### config.mk
export PLATFORM = sky130hd
export DESIGN_NAME = char_writer_flat
export DESIGN_NICKNAME = d
export VERILOG_FILES = /design/src/rtl/vt52_pkg.sv /design/src/rtl/char_writer_if.sv /design/src/rtl/buffer_addr_wrap.sv /design/src/rtl/char_writer.sv /design/src/flat_wrapper.sv
export SDC_FILE = /design/constraint.sdc
export NUM_CORES = 1
export LEC_CHECK = 0
export BUFFER_PORTS_ARGS = -buffer_cell sky130_fd_sc_hd__buf_2
export CAP_MARGIN = 20
export CORE_MARGIN = 2
export CORE_UTILIZATION = 63
export DETAILED_ROUTE_END_ITERATION = 8
export PLACE_DENSITY = 0.86
export SLEW_MARGIN = 25
export SYNTH_ARGS = -nofsm -noshare
export SYNTH_HDL_FRONTEND = slang
export SYNTH_SLANG_ARGS = --single-unit
### constraint.sdc
create_clock -name clk -period 6.7 [get_ports clk]
set_input_delay 1.005 -clock clk [delete_from_list [all_inputs] [get_ports clk]]
set_output_delay 1.005 -clock clk [all_outputs]
set_load 0.05 [all_outputs]
### src/rtl/vt52_pkg.sv
// Shared constants, control codes and state encoding for the VT52-style
// character writer.
package vt52_pkg;

  localparam int ROWS      = 24;
  localparam int COLS      = 80;
  localparam int N         = ROWS * COLS;
  localparam int ROW_BITS  = 5;
  localparam int COL_BITS  = 7;
  localparam int ADDR_BITS = 11;

  localparam logic [7:0] CR    = 8'h0D;
  localparam logic [7:0] LF    = 8'h0A;
  localparam logic [7:0] BS    = 8'h08;
  localparam logic [7:0] SPACE = 8'h20;

  typedef enum logic [1:0] {
    CLEAR_ALL  = 2'd0,
    IDLE       = 2'd1,
    WRITE      = 2'd2,
    CLEAR_LINE = 2'd3
  } state_t;

  // Codes that land in the buffer as glyphs.
  function automatic logic is_printable(input logic [7:0] c);
    return (c >= 8'h20) && (c <= 8'h7E);
  endfunction

endpackage

### src/rtl/char_writer_if.sv
// Character input handshake, buffer write port and cursor outputs of the
// character writer, bundled with source (master) and writer (slave) views.
interface char_writer_if #(
  parameter int ROW_BITS  = vt52_pkg::ROW_BITS,
  parameter int COL_BITS  = vt52_pkg::COL_BITS,
  parameter int ADDR_BITS = vt52_pkg::ADDR_BITS
);
  logic [7:0]           data;
  logic                 valid;
  logic                 ready;
  logic [ADDR_BITS-1:0] buffer_waddr;
  logic [7:0]           buffer_din;
  logic                 buffer_wen;
  logic [ADDR_BITS-1:0] buffer_first_char;
  logic                 buffer_first_char_wen;
  logic [ROW_BITS-1:0]  cursor_row;
  logic [COL_BITS-1:0]  cursor_col;

  modport master (
    output data, valid,
    input  ready, buffer_waddr, buffer_din, buffer_wen,
    input  buffer_first_char, buffer_first_char_wen, cursor_row, cursor_col
  );

  modport slave (
    input  data, valid,
    output ready, buffer_waddr, buffer_din, buffer_wen,
    output buffer_first_char, buffer_first_char_wen, cursor_row, cursor_col
  );
endinterface

### src/rtl/buffer_addr_wrap.sv
// Modulo-N adder for circular buffer addresses. Both operands are already
// below N, so a single conditional subtraction brings the sum back in range.
module buffer_addr_wrap #(
  parameter int N         = vt52_pkg::N,
  parameter int ADDR_BITS = vt52_pkg::ADDR_BITS
) (
  input  logic [ADDR_BITS-1:0] i_base,
  input  logic [ADDR_BITS-1:0] i_offset,
  output logic [ADDR_BITS-1:0] o_sum
);
  localparam logic [ADDR_BITS:0] L_N = (ADDR_BITS + 1)'(N);

  logic [ADDR_BITS:0] w_sum;
  logic [ADDR_BITS:0] w_wrapped;

  assign w_sum     = {1'b0, i_base} + {1'b0, i_offset};
  assign w_wrapped = w_sum - L_N;
  assign o_sum     = (w_sum >= L_N) ? w_wrapped[ADDR_BITS-1:0] : w_sum[ADDR_BITS-1:0];
endmodule

### src/rtl/char_writer.sv
// Character writer: turns a byte stream into writes to a circular text
// buffer, tracking the cursor and scrolling by moving the top-of-screen
// pointer and blanking the line that scrolled off.
module char_writer #(
  parameter int ROWS      = vt52_pkg::ROWS,
  parameter int COLS      = vt52_pkg::COLS,
  parameter int ROW_BITS  = vt52_pkg::ROW_BITS,
  parameter int COL_BITS  = vt52_pkg::COL_BITS,
  parameter int ADDR_BITS = vt52_pkg::ADDR_BITS
) (
  input logic          clk,
  input logic          clr,
  char_writer_if.slave bus
);
  import vt52_pkg::*;

  localparam int                   NCELLS    = ROWS * COLS;
  localparam logic [ADDR_BITS-1:0] L_NCELLS  = ADDR_BITS'(NCELLS);
  localparam logic [ADDR_BITS-1:0] L_COLS    = ADDR_BITS'(COLS);
  localparam logic [ADDR_BITS-1:0] L_A_ONE   = ADDR_BITS'(1);
  localparam logic [ROW_BITS-1:0]  L_ROW_MAX = ROW_BITS'(ROWS - 1);
  localparam logic [ROW_BITS-1:0]  L_R_ONE   = ROW_BITS'(1);
  localparam logic [COL_BITS-1:0]  L_COL_MAX = COL_BITS'(COLS - 1);
  localparam logic [COL_BITS-1:0]  L_C_ONE   = COL_BITS'(1);

  state_t               r_state;
  logic [ADDR_BITS-1:0] r_cnt;
  logic [ADDR_BITS-1:0] r_base;
  logic [ADDR_BITS-1:0] r_fc;
  logic [ADDR_BITS-1:0] r_waddr;
  logic [7:0]           r_din;
  logic                 r_wen;
  logic                 r_fc_wen;
  logic                 r_ready;
  logic [ROW_BITS-1:0]  r_row;
  logic [COL_BITS-1:0]  r_col;

  logic [ADDR_BITS-1:0] w_cell_off;
  logic [ADDR_BITS-1:0] w_cell_addr;
  logic [ADDR_BITS-1:0] w_next_fc;
  logic [ADDR_BITS-1:0] w_clear_addr;
  logic                 w_accept;

  // Cursor offset from the top of the screen, always below NCELLS.
  assign w_cell_off = ADDR_BITS'(r_row) * L_COLS + ADDR_BITS'(r_col);
  assign w_accept   = bus.valid && r_ready;

  buffer_addr_wrap #(.N(NCELLS), .ADDR_BITS(ADDR_BITS)) u_cell_addr (
    .i_base(r_fc), .i_offset(w_cell_off), .o_sum(w_cell_addr)
  );

  buffer_addr_wrap #(.N(NCELLS), .ADDR_BITS(ADDR_BITS)) u_scroll_addr (
    .i_base(r_fc), .i_offset(L_COLS), .o_sum(w_next_fc)
  );

  // Shared by full-screen clear (base 0) and single-line clear (base = old top).
  buffer_addr_wrap #(.N(NCELLS), .ADDR_BITS(ADDR_BITS)) u_clear_addr (
    .i_base(r_base), .i_offset(r_cnt), .o_sum(w_clear_addr)
  );

  // Control FSM; every output is a register updated here.
  always_ff @(posedge clk) begin
    if (clr) begin
      r_state  <= CLEAR_ALL;
      r_cnt    <= '0;
      r_base   <= '0;
      r_fc     <= '0;
      r_waddr  <= '0;
      r_din    <= SPACE;
      r_wen    <= 1'b0;
      r_fc_wen <= 1'b0;
      r_ready  <= 1'b0;
      r_row    <= '0;
      r_col    <= '0;
    end else begin
      r_wen    <= 1'b0;
      r_fc_wen <= 1'b0;
      case (r_state)
        CLEAR_ALL: begin
          if (r_cnt == L_NCELLS) begin
            r_state <= IDLE;
            r_ready <= 1'b1;
          end else begin
            // The first blanking cycle also publishes the top pointer.
            r_wen    <= 1'b1;
            r_waddr  <= w_clear_addr;
            r_din    <= SPACE;
            r_fc_wen <= (r_cnt == '0);
            r_cnt    <= r_cnt + L_A_ONE;
          end
        end
        IDLE: begin
          if (w_accept) begin
            if (is_printable(bus.data)) begin
              r_state <= WRITE;
              r_ready <= 1'b0;
              r_wen   <= 1'b1;
              r_waddr <= w_cell_addr;
              r_din   <= bus.data;
            end else if (bus.data == CR) begin
              r_col <= '0;
            end else if (bus.data == BS) begin
              if (r_col != '0) begin
                r_col <= r_col - L_C_ONE;
              end
            end else if (bus.data == LF) begin
              if (r_row < L_ROW_MAX) begin
                r_row <= r_row + L_R_ONE;
              end else begin
                // Scroll: advance the top line and blank the old one,
                // starting with its first cell right away.
                r_fc     <= w_next_fc;
                r_fc_wen <= 1'b1;
                r_state  <= CLEAR_LINE;
                r_ready  <= 1'b0;
                r_wen    <= 1'b1;
                r_waddr  <= r_fc;
                r_din    <= SPACE;
                r_base   <= r_fc;
                r_cnt    <= L_A_ONE;
              end
            end
          end
        end
        WRITE: begin
          // Column saturates at the right edge; the last cell is overwritten.
          if (r_col != L_COL_MAX) begin
            r_col <= r_col + L_C_ONE;
          end
          r_state <= IDLE;
          r_ready <= 1'b1;
        end
        CLEAR_LINE: begin
          if (r_cnt == L_COLS) begin
            r_state <= IDLE;
            r_ready <= 1'b1;
          end else begin
            r_wen   <= 1'b1;
            r_waddr <= w_clear_addr;
            r_din   <= SPACE;
            r_cnt   <= r_cnt + L_A_ONE;
          end
        end
        default: begin
          r_state <= CLEAR_ALL;
          r_cnt   <= '0;
          r_base  <= '0;
          r_ready <= 1'b0;
        end
      endcase
    end
  end

  assign bus.ready                 = r_ready;
  assign bus.buffer_waddr          = r_waddr;
  assign bus.buffer_din            = r_din;
  assign bus.buffer_wen            = r_wen;
  assign bus.buffer_first_char     = r_fc;
  assign bus.buffer_first_char_wen = r_fc_wen;
  assign bus.cursor_row            = r_row;
  assign bus.cursor_col            = r_col;
endmodule
### src/flat_wrapper.sv
// flat-port wrapper written by rule: the top's interface ports become plain ports
module char_writer_flat import vt52_pkg::*;
#(
  parameter int ROWS      = vt52_pkg::ROWS,
  parameter int COLS      = vt52_pkg::COLS,
  parameter int ROW_BITS  = vt52_pkg::ROW_BITS,
  parameter int COL_BITS  = vt52_pkg::COL_BITS,
  parameter int ADDR_BITS = vt52_pkg::ADDR_BITS
)
  (clk, clr, bus_data, bus_valid, bus_ready, bus_buffer_waddr, bus_buffer_din, bus_buffer_wen, bus_buffer_first_char, bus_buffer_first_char_wen, bus_cursor_row, bus_cursor_col);
  char_writer_if #(.ROW_BITS(ROW_BITS), .COL_BITS(COL_BITS), .ADDR_BITS(ADDR_BITS)) bus_i ();
  input logic clk;
  input logic clr;
  input wire logic [$bits(bus_i.data)-1:0] bus_data;
  input wire logic [$bits(bus_i.valid)-1:0] bus_valid;
  output wire logic [$bits(bus_i.ready)-1:0] bus_ready;
  output wire logic [$bits(bus_i.buffer_waddr)-1:0] bus_buffer_waddr;
  output wire logic [$bits(bus_i.buffer_din)-1:0] bus_buffer_din;
  output wire logic [$bits(bus_i.buffer_wen)-1:0] bus_buffer_wen;
  output wire logic [$bits(bus_i.buffer_first_char)-1:0] bus_buffer_first_char;
  output wire logic [$bits(bus_i.buffer_first_char_wen)-1:0] bus_buffer_first_char_wen;
  output wire logic [$bits(bus_i.cursor_row)-1:0] bus_cursor_row;
  output wire logic [$bits(bus_i.cursor_col)-1:0] bus_cursor_col;
  assign bus_i.data = bus_data;
  assign bus_i.valid = bus_valid;
  assign bus_ready = bus_i.ready;
  assign bus_buffer_waddr = bus_i.buffer_waddr;
  assign bus_buffer_din = bus_i.buffer_din;
  assign bus_buffer_wen = bus_i.buffer_wen;
  assign bus_buffer_first_char = bus_i.buffer_first_char;
  assign bus_buffer_first_char_wen = bus_i.buffer_first_char_wen;
  assign bus_cursor_row = bus_i.cursor_row;
  assign bus_cursor_col = bus_i.cursor_col;
  char_writer #(.ROWS(ROWS), .COLS(COLS), .ROW_BITS(ROW_BITS), .COL_BITS(COL_BITS), .ADDR_BITS(ADDR_BITS)) u_core (.clk(clk), .clr(clr), .bus(bus_i));
endmodule
==> out/results.md <==
| Step | Metric | Reported |
|:---|:---|:---|
| status | Outcome | finished clean |
| worst hold path | Hold WC Path Type | flop to flop |
| cells and area | Area delta synth->final | 10.8% |
| synthesis | Proportion of synthesized flip-flops having asynchronous set or reset | 0% |
| cells and area | Top library cells by usage in the layout, fill and taps aside | 61 x dfxtp_1, 59 x nor2_1, 51 x buf_2 |
| floorplanning | Rows | 30 |
| timing | Count of pins over their slew limit | 0 |
| clock tree | Number of buffers created by CTS | 9 |
| clock tree | Clock input transition at the sequential cells of the worst setup and hold paths | 70 ps |
| timing | Final hold violation count | 0 |
| placed design | Cell Area, Placed | 4540 um^2 |
| floorplanning | Die Outline Area | 7450 um^2 |
| floorplanning | Chip Width | 86.3 um |
| global route | Pin count of the biggest net entering global routing | 53 |
| clock tree | Clock root buffer | clkbuf_8 |
| timing | Clock skew after layout | 12.7 ps |
| synthesis | Share of the yosys chip area belonging to registers | 28.6% |
| cells and area | Most common cell after layout, fill and taps aside | dfxtp_1 |
| cells and area | Total inserted antenna cells | 0 |
| worst setup path | CP Max Fanout | 7 |
| synthesis | Number of warnings reported in the yosys synthesis log | 0 |
| detailed routing | Wire per inst | 16.4 um |
| cells and area | Fraction of layout instances using a drive strength above 1 | 14.0% |
| floorplanning | Starting density of the core | 63.9% |
| detailed routing | Drt initial violations | 277 |
| synthesis | Main combinational cell family by area after synthesis | simple AND/OR/NAND/NOR gates |
| synthesis | Number of distinct library cells after synthesis | 68 |
| timing | Relative slew slack | 32.6% |
| floorplanning | Height of the chip | 86.3 um |
| timing | Clock period minus final worst setup slack | 4180 ps |
| clock tree | Clock net sink count | 61 |
| power and ir drop | Static leakage | 2.00 nW |
| placed design | Buffers on Ports | 51 |
| timing | Slew at the pin closest to its max-slew limit | 1010 ps |
| synthesis | Synthesized-area fraction occupied by ao, oa, aoi and oai cells | 20.8% |
| worst setup path | R2R depth | 14 |
| detailed routing | Iteration count of the initial detailed-routing pass | 6 |
| floorplanning | Std-Cell Core Area | 6680 um^2 |
| synthesis | Xor/xnor cell area share of the yosys netlist | 5.33% |
| worst hold path | Cell depth of the worst hold path | 2 |
| global route | Overflow left after global routing | 0 |
| synthesis | Adder-cell share of the synthesized area | 13.0% |
| timing | Highest attainable clock frequency | 239 MHz |
| timing | Unrepaired setup endpoints after global routing | no |
| synthesis | Cell count after synthesis | 524 |
| global route | Antenna violations before repair | 0 |
| clock tree | Number of gates given a new drive strength after cts | 0 |
| timing | Share of the clock period used by the worst path after layout | 62.4% |
| worst setup path | WS Path Type | flop to flop |
| detailed routing | Antenna Nets Post-Route | 0 |
| synthesis | Count of flip-flops with a built-in enable after synthesis | 0 |
| clock tree | Worst-skew pair later-pin latency | 350 ps |
| floorplanning | Count of pins on the block boundary | 56 |
| placed design | Final weighted congestion in routability-driven placement | 0.877 |
| worst setup path | Critical Path Source Type | flop |
| global route | GRT Overall Usage | 30.0% |
| worst setup path | Crit path arrival time | 4350 ps |
| synthesis | Post-synth top flop | dfxtp_1 |
| worst setup path | Element type at the critical path end | flop |
| synthesis | Netlist area before placement | 4270 um^2 |
| clock tree | Hold-fix buffers at CTS | 0 |
| global route | Number of global-route vias before repair | 3843 |
| flow run | Reported max-cap violation count | 0 |
| clock tree | H-tree levels | 3 |
| worst setup path | Critical path data required time | 6870 ps |
| detailed routing | DRC violations left | 0 |
| detailed routing | Per-cell via count in the routed design | 6.25 |
| clock tree | CTS tree | built |
| cells and area | Count of filler cells inserted in the layout | 535 |
| detailed routing | Routed wire length | 10700 um |
| clock tree | Worst-case clock buffer depth | 2 |
| placed design | HPWL after detailed placement | 7690 um |
| power and ir drop | IR Drop Worst-Case VDD | 0.000211 V |
| clock tree | Total setup buffers inserted after CTS | 0 |
| global route | Wire length of the first global-routing pass | 17800 um |
| timing | Setup violators final | 0 |
| timing | Final sum of negative setup slack | 0 ps |
| synthesis | Multiplexer fraction of the synthesized cell area | 3.57% |
| synthesis | Syn Area/Cell | 8.15 um^2 |
| cells and area | # nets final | 619 |
| synthesis | Post-synthesis register bit count | 61 |
| power and ir drop | PwrDens | 267 nW/um^2 |
| detailed routing | Total number of vias | 4069 |
| cells and area | Final design instance area without fill | 4730 um^2 |
| synthesis | Simple-Gate Fraction of Synth Area | 23.8% |
## cell usage after synthesis (6+ instances only)
cell type / number / share of area [%]
a211oi_1: 8 / 1.4
a21o_1: 10 / 1.8
a21oi_1: 40 / 4.7
a221oi_1: 7 / 1.4
and2_1: 6 / 0.88
clkbuf_1: 16 / 1.4
dfxtp_1: 61 / 29
ha_1: 38 / 11
inv_1: 22 / 1.9
mux2i_1: 13 / 3.0
nand2_1: 38 / 3.3
nand3_1: 12 / 1.4
nand4_1: 6 / 0.88
nor2_1: 59 / 5.2
nor3_1: 14 / 1.6
o21ai_0: 28 / 3.3
or3_1: 17 / 2.5
xnor2_1: 13 / 2.7
xor2_1: 13 / 2.7
## final timing paths
| check | start | to | slack (ps) |
|---|---|---|---|
| worst max-delay path | u_core.bus.cursor_row[1]$_SDFFE_PP0P_ | u_core.bus.buffer_waddr[9]$_SDFFE_PP0P_ | 2520 |
| worst max register to register | u_core.bus.cursor_row[1]$_SDFFE_PP0P_ | u_core.bus.buffer_waddr[9]$_SDFFE_PP0P_ | 2520 |
| worst min-delay path | u_core.bus.buffer_waddr[4]$_SDFFE_PP0P_ | u_core.bus.buffer_waddr[4]$_SDFFE_PP0P_ | 450 |
| worst min register to register | u_core.bus.buffer_waddr[4]$_SDFFE_PP0P_ | u_core.bus.buffer_waddr[4]$_SDFFE_PP0P_ | 450 |
## worst max-delay path: stages (launching register included)
cell and delay [ps]:
dfxtp_1 480, ha_1 290, ha_1 220, inv_1 80, fa_1 460, nor3_1 250, xor2_1 190, xnor2_1 140
ha_1 300, or4b_2 690, o2111ai_1 240, a41oi_1 180, o21a_1 210, o21ai_0 150, a41oi_1 130
## layout make-up
cell class,instances,area (um^2),area share [%]
multi-input cells,417,2860,60.3
flip-flops and latches,61,1220,25.8
repair buffers,54,278,5.87
clock buffers,11,131,2.78
well taps,80,100,2.12
inverters,23,86.3,1.82
clock inverters,5,60.1,1.27
## flip-flops by register name, indices dropped and copies added, names as in the netlist
register	count
u_core.bus.ready	1
u_core.bus.buffer_waddr	11
u_core.bus.buffer_wen	1
u_core.r_state	2
u_core.r_cnt	11
u_core.bus.cursor_col	7
u_core.r_base	7
u_core.bus.buffer_first_char	7
u_core.bus.buffer_first_char_wen	1
u_core.bus.cursor_row	5
u_core.bus.buffer_din	8
## where the power goes
part | leakage (nW) | switching, mW | internal (mW)
combinational | 1.41 | 0.330 | 0.151
sequential | 0.494 | 0.0466 | 0.405
clock | 0.0939 | 0.155 | 0.173
## per-layer routing
metal	routed length [um]	global-route usage, %	up-vias
met5	0	0	-
met4	229	13.2	0
met3	633	7.14	24
met2	5130	47.2	156
met1	4710	39.2	1900
li1	-	-	1989
## stage by stage
| stage | instances | power, mW | utilization [%] | hold WS (ps) | setup slack (ps) |
|---|---|---|---|---|---|
| after floorplan | 527 | 0.827 | - | 441 | 2540 |
| after global placement | 635 | 0.916 | 68.0 | 436 | 2750 |
| after detailed placement | 635 | 0.931 | 68.0 | 441 | 2600 |
| after CTS | 651 | 1.26 | 70.8 | 452 | 2550 |
| after global routing | 651 | 1.34 | 70.8 | 472 | 2190 |
| final | 651 | 1.26 | 70.8 | 453 | 2520 |
## cell families after synthesis
logic type	Yosys count
xor+xnor	26
simple gates	194
other cells	1
fa+ha+maj	42
flops	61
mux	15
buf+inv	49
compound gates	136
(Power assumes the default switching activity.)
